<file path="src/rtl/pipe_stage_reg_pkg.sv">
// Shared types for inter-stage pipeline registers: decoded control bundle,
// pack/unpack helpers and the per-stage bubble (NOP) control values.
package pipe_stage_reg_pkg;

  typedef enum logic [1:0] {
    RESULT_MEM = 2'b00,
    RESULT_ALU = 2'b01,
    RESULT_PC4 = 2'b10
  } result_sel_t;

  typedef struct packed {
    logic        reg_w;
    logic        mem_w;
    result_sel_t result_sel;
    logic [1:0]  alu_src;
    logic        branch;
    logic        jump;
  } bundle_decode_t;

  localparam int CTRL_BUNDLE_W = $bits(bundle_decode_t);

  function automatic logic [CTRL_BUNDLE_W-1:0] pack_ctrl(input bundle_decode_t b);
    return b;
  endfunction

  function automatic bundle_decode_t unpack_ctrl(input logic [CTRL_BUNDLE_W-1:0] v);
    return bundle_decode_t'(v);
  endfunction

  // Bubbles never write registers or memory; later stages select the ALU result
  // so a bubble reaching writeback drives a harmless, defined mux select.
  localparam bundle_decode_t BUBBLE_ALU = '{
    reg_w: 1'b0, mem_w: 1'b0, result_sel: RESULT_ALU,
    alu_src: 2'b00, branch: 1'b0, jump: 1'b0
  };

  localparam logic [CTRL_BUNDLE_W-1:0] CTRL_BUBBLE_IFID  = '0;
  localparam logic [CTRL_BUNDLE_W-1:0] CTRL_BUBBLE_IDEX  = BUBBLE_ALU;
  localparam logic [CTRL_BUNDLE_W-1:0] CTRL_BUBBLE_EXMEM = BUBBLE_ALU;
  localparam logic [CTRL_BUNDLE_W-1:0] CTRL_BUBBLE_MEMWB = BUBBLE_ALU;

endpackage

</file>
<file path="src/rtl/pipe_skid_buf.sv">
// One-entry skid buffer: catches the word accepted while the output register
// is stalled, so the stage's ready can be a pure register.
module pipe_skid_buf #(
  parameter int W = 8
) (
  input  logic         clk,
  input  logic         reset,
  input  logic         flush,
  input  logic         push,
  input  logic         pop,
  input  logic [W-1:0] din,
  output logic [W-1:0] dout,
  output logic         full
);

  logic         full_reg;
  logic [W-1:0] data_reg;

  always_ff @(posedge clk) begin
    if (reset || flush) begin
      full_reg <= 1'b0;
    end else if (push) begin
      full_reg <= 1'b1;
    end else if (pop) begin
      full_reg <= 1'b0;
    end

    if (reset) begin
      data_reg <= '0;
    end else if (push) begin
      data_reg <= din;
    end
  end

  assign dout = data_reg;
  assign full = full_reg;

endmodule

</file>
<file path="src/rtl/pipe_stage_reg.sv">
// Generic pipeline stage register with valid/ready, flush-to-bubble and a
// saturating stall counter. Define PIPE_STAGE_SKID_EN for a registered ready.
module pipe_stage_reg
  import pipe_stage_reg_pkg::*;
#(
  parameter int                DATA_W   = 32*4,
  parameter int                CTRL_W   = 8,
  parameter logic [CTRL_W-1:0] CTRL_RST = '0,
  parameter int                CNT_W    = 16
) (
  input  logic              clk,
  input  logic              reset,
  input  logic              valid_i,
  output logic              ready_o,
  input  logic [DATA_W-1:0] data_i,
  input  logic [CTRL_W-1:0] ctrl_i,
  input  logic              flush_i,
  output logic              valid_o,
  input  logic              ready_i,
  output logic [DATA_W-1:0] data_o,
  output logic [CTRL_W-1:0] ctrl_o,
  output logic [CNT_W-1:0]  stall_cnt_o
);

  logic              valid_reg;
  logic [DATA_W-1:0] data_reg;
  logic [CTRL_W-1:0] ctrl_reg;
  logic [CNT_W-1:0]  cnt_reg;

  logic              xfer_in;
  logic              xfer_out;
  logic              stall;
  logic              load;
  logic [DATA_W-1:0] load_data;
  logic [CTRL_W-1:0] load_ctrl;

  assign xfer_in  = valid_i && ready_o;
  assign xfer_out = valid_reg && ready_i;
  assign stall    = valid_reg && !ready_i;

`ifdef PIPE_STAGE_SKID_EN
  logic                     skid_full;
  logic                     skid_push;
  logic                     skid_pop;
  logic [DATA_W+CTRL_W-1:0] skid_dout;

  // Depends only on registered state, which breaks the ready_i->ready_o path.
  assign ready_o   = !reset && !skid_full;
  assign skid_push = xfer_in && stall;
  assign skid_pop  = skid_full && xfer_out;

  pipe_skid_buf #(
    .W(DATA_W + CTRL_W)
  ) u_skid (
    .clk   (clk),
    .reset (reset),
    .flush (flush_i),
    .push  (skid_push),
    .pop   (skid_pop),
    .din   ({data_i, ctrl_i}),
    .dout  (skid_dout),
    .full  (skid_full)
  );

  // A pop and a direct load never coincide: a full skid holds ready_o low.
  assign load      = (xfer_in && !stall) || skid_pop;
  assign load_data = skid_pop ? skid_dout[DATA_W+CTRL_W-1:CTRL_W] : data_i;
  assign load_ctrl = skid_pop ? skid_dout[CTRL_W-1:0] : ctrl_i;
`else
  assign ready_o   = !reset && (ready_i || !valid_reg);
  assign load      = xfer_in;
  assign load_data = data_i;
  assign load_ctrl = ctrl_i;
`endif

  always_ff @(posedge clk) begin
    if (reset) begin
      valid_reg <= 1'b0;
      data_reg  <= '0;
      ctrl_reg  <= CTRL_RST;
      cnt_reg   <= '0;
    end else begin
      // Flush keeps data_reg: only valid and control need to become a bubble.
      if (flush_i) begin
        valid_reg <= 1'b0;
        ctrl_reg  <= CTRL_RST;
      end else if (load) begin
        valid_reg <= 1'b1;
        data_reg  <= load_data;
        ctrl_reg  <= load_ctrl;
      end else if (xfer_out) begin
        valid_reg <= 1'b0;
        ctrl_reg  <= CTRL_RST;
      end

      if (stall && (cnt_reg != {CNT_W{1'b1}})) begin
        cnt_reg <= cnt_reg + 1'b1;
      end
    end
  end

  assign valid_o     = valid_reg;
  assign data_o      = data_reg;
  assign ctrl_o      = ctrl_reg;
  assign stall_cnt_o = cnt_reg;

endmodule

</file>
<file path="config.mk">
export PLATFORM = sky130hd
export DESIGN_NAME = pipe_stage_reg
export DESIGN_NICKNAME = d
export VERILOG_FILES = /design/src/rtl/pipe_stage_reg_pkg.sv /design/src/rtl/pipe_skid_buf.sv /design/src/rtl/pipe_stage_reg.sv
export SDC_FILE = /design/constraint.sdc
export NUM_CORES = 1
export LEC_CHECK = 0
export BUFFER_PORTS_ARGS = -buffer_cell sky130_fd_sc_hd__buf_4
export CORE_MARGIN = 5
export CORE_UTILIZATION = 40
export CTS_BUF_LIST = sky130_fd_sc_hd__clkbuf_8
export DETAILED_ROUTE_END_ITERATION = 8
export PLACE_DENSITY = 0.72
export SLEW_MARGIN = 20
export SYNTH_ARGS = -nofsm -noshare
export SYNTH_HDL_FRONTEND = slang
export SYNTH_SLANG_ARGS = --single-unit
</file>
<file path="constraint.sdc">
create_clock -name clk -period 3.7 [get_ports clk]
set_input_delay 0.555 -clock clk [delete_from_list [all_inputs] [get_ports clk]]
set_output_delay 0.555 -clock clk [all_outputs]
set_load 0.02 [all_outputs]
</file>
# After elaboration in Yosys (flattened, before gate mapping)

Cells that the tools add are included.

Add/subtract/negate cells: 1
Equal/unequal tests: 1
Mux-type cells: 4
Bitwise operators: 1
Reduce and logical (&&, ||, !) cells: 12

Operators with widths:

| operator                | number |
|---|---|
| $add A16 B1 Y16 const B | 1 |
| $mux W8                 | 2 |
| $ne A16 B16 Y1 const B  | 1 |
| $logic_and A1 B1 Y1     | 5 |
| $logic_not A1 Y1        | 3 |
| $mux W1                 | 2 |
| $reduce_and A2 Y1       | 1 |
| $reduce_bool A2 Y1      | 1 |
| $reduce_or A2 Y1        | 1 |
| $logic_or A1 B1 Y1      | 1 |
| $not A1 Y1              | 1 |

Flip-flop bits (word level): 153
Bits of input ports: 141
Output and inout bits: 154
Logic and storage cells: 23

# Depth between registers and ports, before layout

Depth in word-level cells: 5
Gate-level depth with buffers: 7
Depth with buffers taken out: 5

# Worst setup path before layout

No wires, ideal clock.

Path kind: input port to output port
Start: input port reset
End: output port ready_o
Arrival time: 1.450 ns
Required time: 3.145 ns
Slack: 1.695 ns
Cell stages on the path: 4
Buffers on the path: 3
Path through: clkbuf_2 clkbuf_1 clkbuf_1 nor2_1

Cells in the longest elaborated chain, start to end: 2

RTL lines:

| element             | RTL line             | RTL |
|---|---|---|
| from (decl)         | pipe_stage_reg.sv:12 | `input logic reset,` |
| $logic_not A1 Y1    | pipe_stage_reg.sv:70 | `assign ready_o = !reset && (ready_i \|\| !valid_reg);` |
| $logic_and A1 B1 Y1 | pipe_stage_reg.sv:70 |  |
| to (decl)           | pipe_stage_reg.sv:14 | `output logic ready_o,` |

No other way between the ends.

# Worst setup path after layout

Start: input port reset
End: register data_reg[55] (netlist: data_o[55])

Cells in the longest elaborated chain, start to end: 4

RTL lines:

| element                            | RTL line             | RTL |
|---|---|---|
| $logic_not A1 Y1                   | pipe_stage_reg.sv:70 |  |
| $logic_and A1 B1 Y1                | pipe_stage_reg.sv:70 |  |
| $logic_and A1 B1 Y1                | pipe_stage_reg.sv:37 | `assign xfer_in = valid_i && ready_o;` |
| $reduce_and A2 Y1 (no source line) | n/a                  |  |
| to (signal assigned)               | pipe_stage_reg.sv:89 | `data_reg <= load_data;` |
| to (decl)                          | pipe_stage_reg.sv:26 | `logic [DATA_W-1:0] data_reg;` |

Several ways; a longest one is shown, not always the timed one.
A chain may end at the register's enable or synchronous reset.

==> results by group <==
Status
  – Outcome: completed

Synth
  – Synth warn: 0
  – Syn_area_per_cell: 8.05 um^2
  – Synth area leader: dfxtp_1
  – Post-Syn Nets: 836
  – Synthesized flop and latch total: 153
  – Synth unique cells: 39
  – Synth top area share: 0.549
  – Cells after synthesis: 694
  – Seq/Total Area, Yosys: 0.549
  – Area of the mapped netlist: 5580 um^2
  – Top post-synthesis cells by area: dfxtp_1 (55%), nand2_1 (18%), a21oi_1 (13%), buf_2 (2.2%), nand3_1 (1.2%)

CTS
  – Clock buffer depth: 2
  – CTS tree: done
  – Clock transition at the registers of the reported paths: 0.08 ns
  – Hold buffer count at cts: 0
  – Root buffer cell: clkbuf_8
  – Htree depth: 4
  – Post-CTS Resized: 0
  – CTS Buf Count: 17
  – Post-CTS setup repair buffer count: 0
  – Clk Latency, worst-skew pair: 0.44 ns
  – Number of clock sinks: 153

Setup path
  – Cell mode on critical path: buf_4
  – Buf/Inv on CP: 3
  – Crit. End Element: flop
  – CP max FO: 82
  – Critical-path top delay cell: buf_4
  – Crit path launch type: primary input
  – Worst path cell trace: buf_4 -> inv_1 -> nand4_1 -> buf_4 -> nand2_1 -> a21oi_1
  – Max stage delay on crit path: 0.66 ns
  – Worst path required time: roughly 4 ns
  – Worst path top cell family by delay: buffers and inverters
  – CP arrival: 2.49 ns
  – WS Path Type: in2reg

GRT
  – All-Layer GR Usage: 0.201
  – M1 GR Usage: 0.233
  – Met3 Track Usage GR: 0.0729
  – Largest net degree at the start of global routing: 129
  – GRT Max-Usage Layer: met2
  – Initial antenna violation count: 0
  – First-pass GRT wire length: 26.5 mm
  – Vias in the first global route: 5,309
  – Routing usage on met2: 0.335
  – GRT Residual Overflow: 0

Timing
  – Slew @ Worst Pin: approximately 0.89 ns
  – Setup Skew: 0.00952 ns
  – Fin crit share: 0.578
  – FMAX: around 470 MHz
  – Final hold viol count: 0
  – RSZ-0062 raised after global routing: false
  – Setup Viol. Count Final: 0
  – Setup TNS: 0 ns
  – Slew HR: 0.408
  – Max Transition Viols Final: 0
  – Min cycle time layout: 2.14 ns

Placed design
  – Dpl hpwl: 12.0 mm
  – Post-DP Area: 7870 um^2
  – Port Buffers: 294
  – Routability Congestion: around 0.8

Die
  – Die Y: 128 um
  – Chip Width: 128 um
  – Rows: 43
  – I/O pin cnt: about 300
  – Initial Utilization: 0.405
  – Die area: around 16,000 um^2
  – Core box area: 13,800 um^2

Min path
  – Min-Delay Path Class: in2reg

Final layout
  – Fin area: 8220 um^2
  – Most frequent cells in the layout: buf_4 (297), nand2_1 (267), dfxtp_1 (153)
  – Antenna cells: 0
  – Area grow syn2layout: 47.3%
  – Share of cells above drive strength 1: 0.346
  – Nets: 1,108
  – Commonest non-fill, non-tap cell in the layout: buf_4

Power and ir drop
  – Combinational Power Share: 0.121
  – Cell Pwr Density: a little under 400 nW/um^2
  – Clock network power share: 0.352
  – Leak pwr: 3.53 nW
  – Switch Pwr: 0.000841 W
  – Int Pwr: 0.00242 W
  – Total Power: ~0.0033 W
  – Peak VDD IR: 0.283 mV
  – Flop pwr share: 0.527
  – Switch share: 0.258

Route
  – Wirelength per Cell: 14.7 um
  – First-pass DRT Iterations: 4
  – Routed Antenna Nets: 0
  – # DRC: 0
  – Starting DRT DRC Count: between 300 and 400
  – Via Count: 5,544
  – Vias per Instance: 4.78
  – Final WL: 17.1 mm

Run
  – Max-Cap Viols: 0
synth_stat cells:
master     number
o21ai_0         2
nand3_1        13
or2_0           1
nor2_1         10
o41ai_1         1
nand4_2         2
nand2_1       267
xor2_1          2
and3b_1         1
o21ai_1         4
buf_1           5
nor2b_1         4
o311ai_1        1
dfxtp_1       153
nand4_1         4
mux2_1          4
a21oi_1       143
and4_1          1
ha_1            1
o2111ai_1       1
nor4_2          2
xnor2_1         1
nor4_1          5
clkbuf_2        1
nor3_1          2
o41ai_4         1
nand3_4         1
mux2i_1         1
nor3_2          1
or2_2           1
and3_1          3
clkbuf_1       15
buf_2          24
nand2b_1        1
inv_1           6
or3_1           6
and2b_2         1
nand4_4         1
o311ai_0        1
layer usage:
layer / vias to the layer above / part of all wire / routed length (um)
met5: - / 0 / 0
li1: 2826 / - / -
met2: 202 / 0.48 / 8230
met3: 42 / 0.083 / 1420
met1: 2474 / 0.40 / 6850
met4: 0 / 0.034 / 587
cell families (layout without fill, tap and decap cells):
| group | Yosys count | after routing | synth area share |
|---|---|---|---|
| AND/OR/NAND/NOR | 327 | 327 | 0.250 |
| AO/OA/AOI/OAI | 154 | 154 | 0.145 |
| XOR/XNOR | 3 | 3 | 0.00471 |
| multiplexers | 5 | 5 | 0.00986 |
| buffers and inverters | 51 | 336 | 0.0399 |
| flip-flops | 153 | 153 | 0.549 |
| adder cells (fa/ha/maj) | 1 | 1 | 0.00224 |
path summary, 6_finish.rpt:
path                                                  start                            to  slack (ns)  cells past startpoint
worst max-delay path                                  reset       data_o[55]$_SDFFE_PP0P_        1.56                      6
worst min-delay path                            data_i[104]      data_o[104]$_SDFFE_PP0P_        0.35                      3
worst max register to register  stall_cnt_o[0]$_SDFFE_PP0P_  stall_cnt_o[15]$_SDFFE_PP0P_        1.75                      5
worst min register to register      data_o[10]$_SDFFE_PP0P_       data_o[10]$_SDFFE_PP0P_        0.45                      2
metrics by stage:
| step | std cells | setup slack [ns] | util | hold WS [ns] |
|---|---|---|---|---|
| final | 1159 | 1.56 | 0.597 | 0.355 |
| after CTS | 1159 | 1.60 | 0.597 | 0.322 |
| after detailed placement | 1127 | 1.12 | 0.571 | 0.447 |
| after global placement | 1127 | 1.17 | 0.571 | 0.441 |
| after global routing | 1159 | 1.37 | 0.597 | 0.315 |
| after floorplan | 694 | 1.70 | - | 0.533 |
registers in the layout (all words and copies together), names as in the netlist:
signal,cells
ctrl_o,8
data_o,128
valid_o,1
stall_cnt_o,16
worst min-delay path, cell delays in order:
cell	delay (ns)
buf_4	0.11
nand2_1	0.04
a21oi_1	0.05
power groups by stage:
stage / clock [W] / sequential [W] / combinational (W)
after floorplan: 0 / 0.00182 / 0.000117
after global placement: 0 / 0.00176 / 0.000396
after detailed placement: 0 / 0.00176 / 0.000397
after CTS: 0.00119 / 0.00172 / 0.000398
after global routing: 0.00127 / 0.00173 / 0.000427
final: 0.00115 / 0.00172 / 0.000395
layout make-up:
| cell class | instances | area [um^2] |
|---|---|---|
| clock buffers | 18 | 248 |
| clock inverters | 14 | 109 |
| fillers | 1315 | 5550 |
| inverters | 6 | 22.5 |
| multi-input cells | 490 | 2310 |
| flip-flops and latches | 153 | 3060 |
| well taps | 180 | 225 |
| repair buffers | 298 | 2250 |
Note: power is estimated with default switching activity, not from simulation.
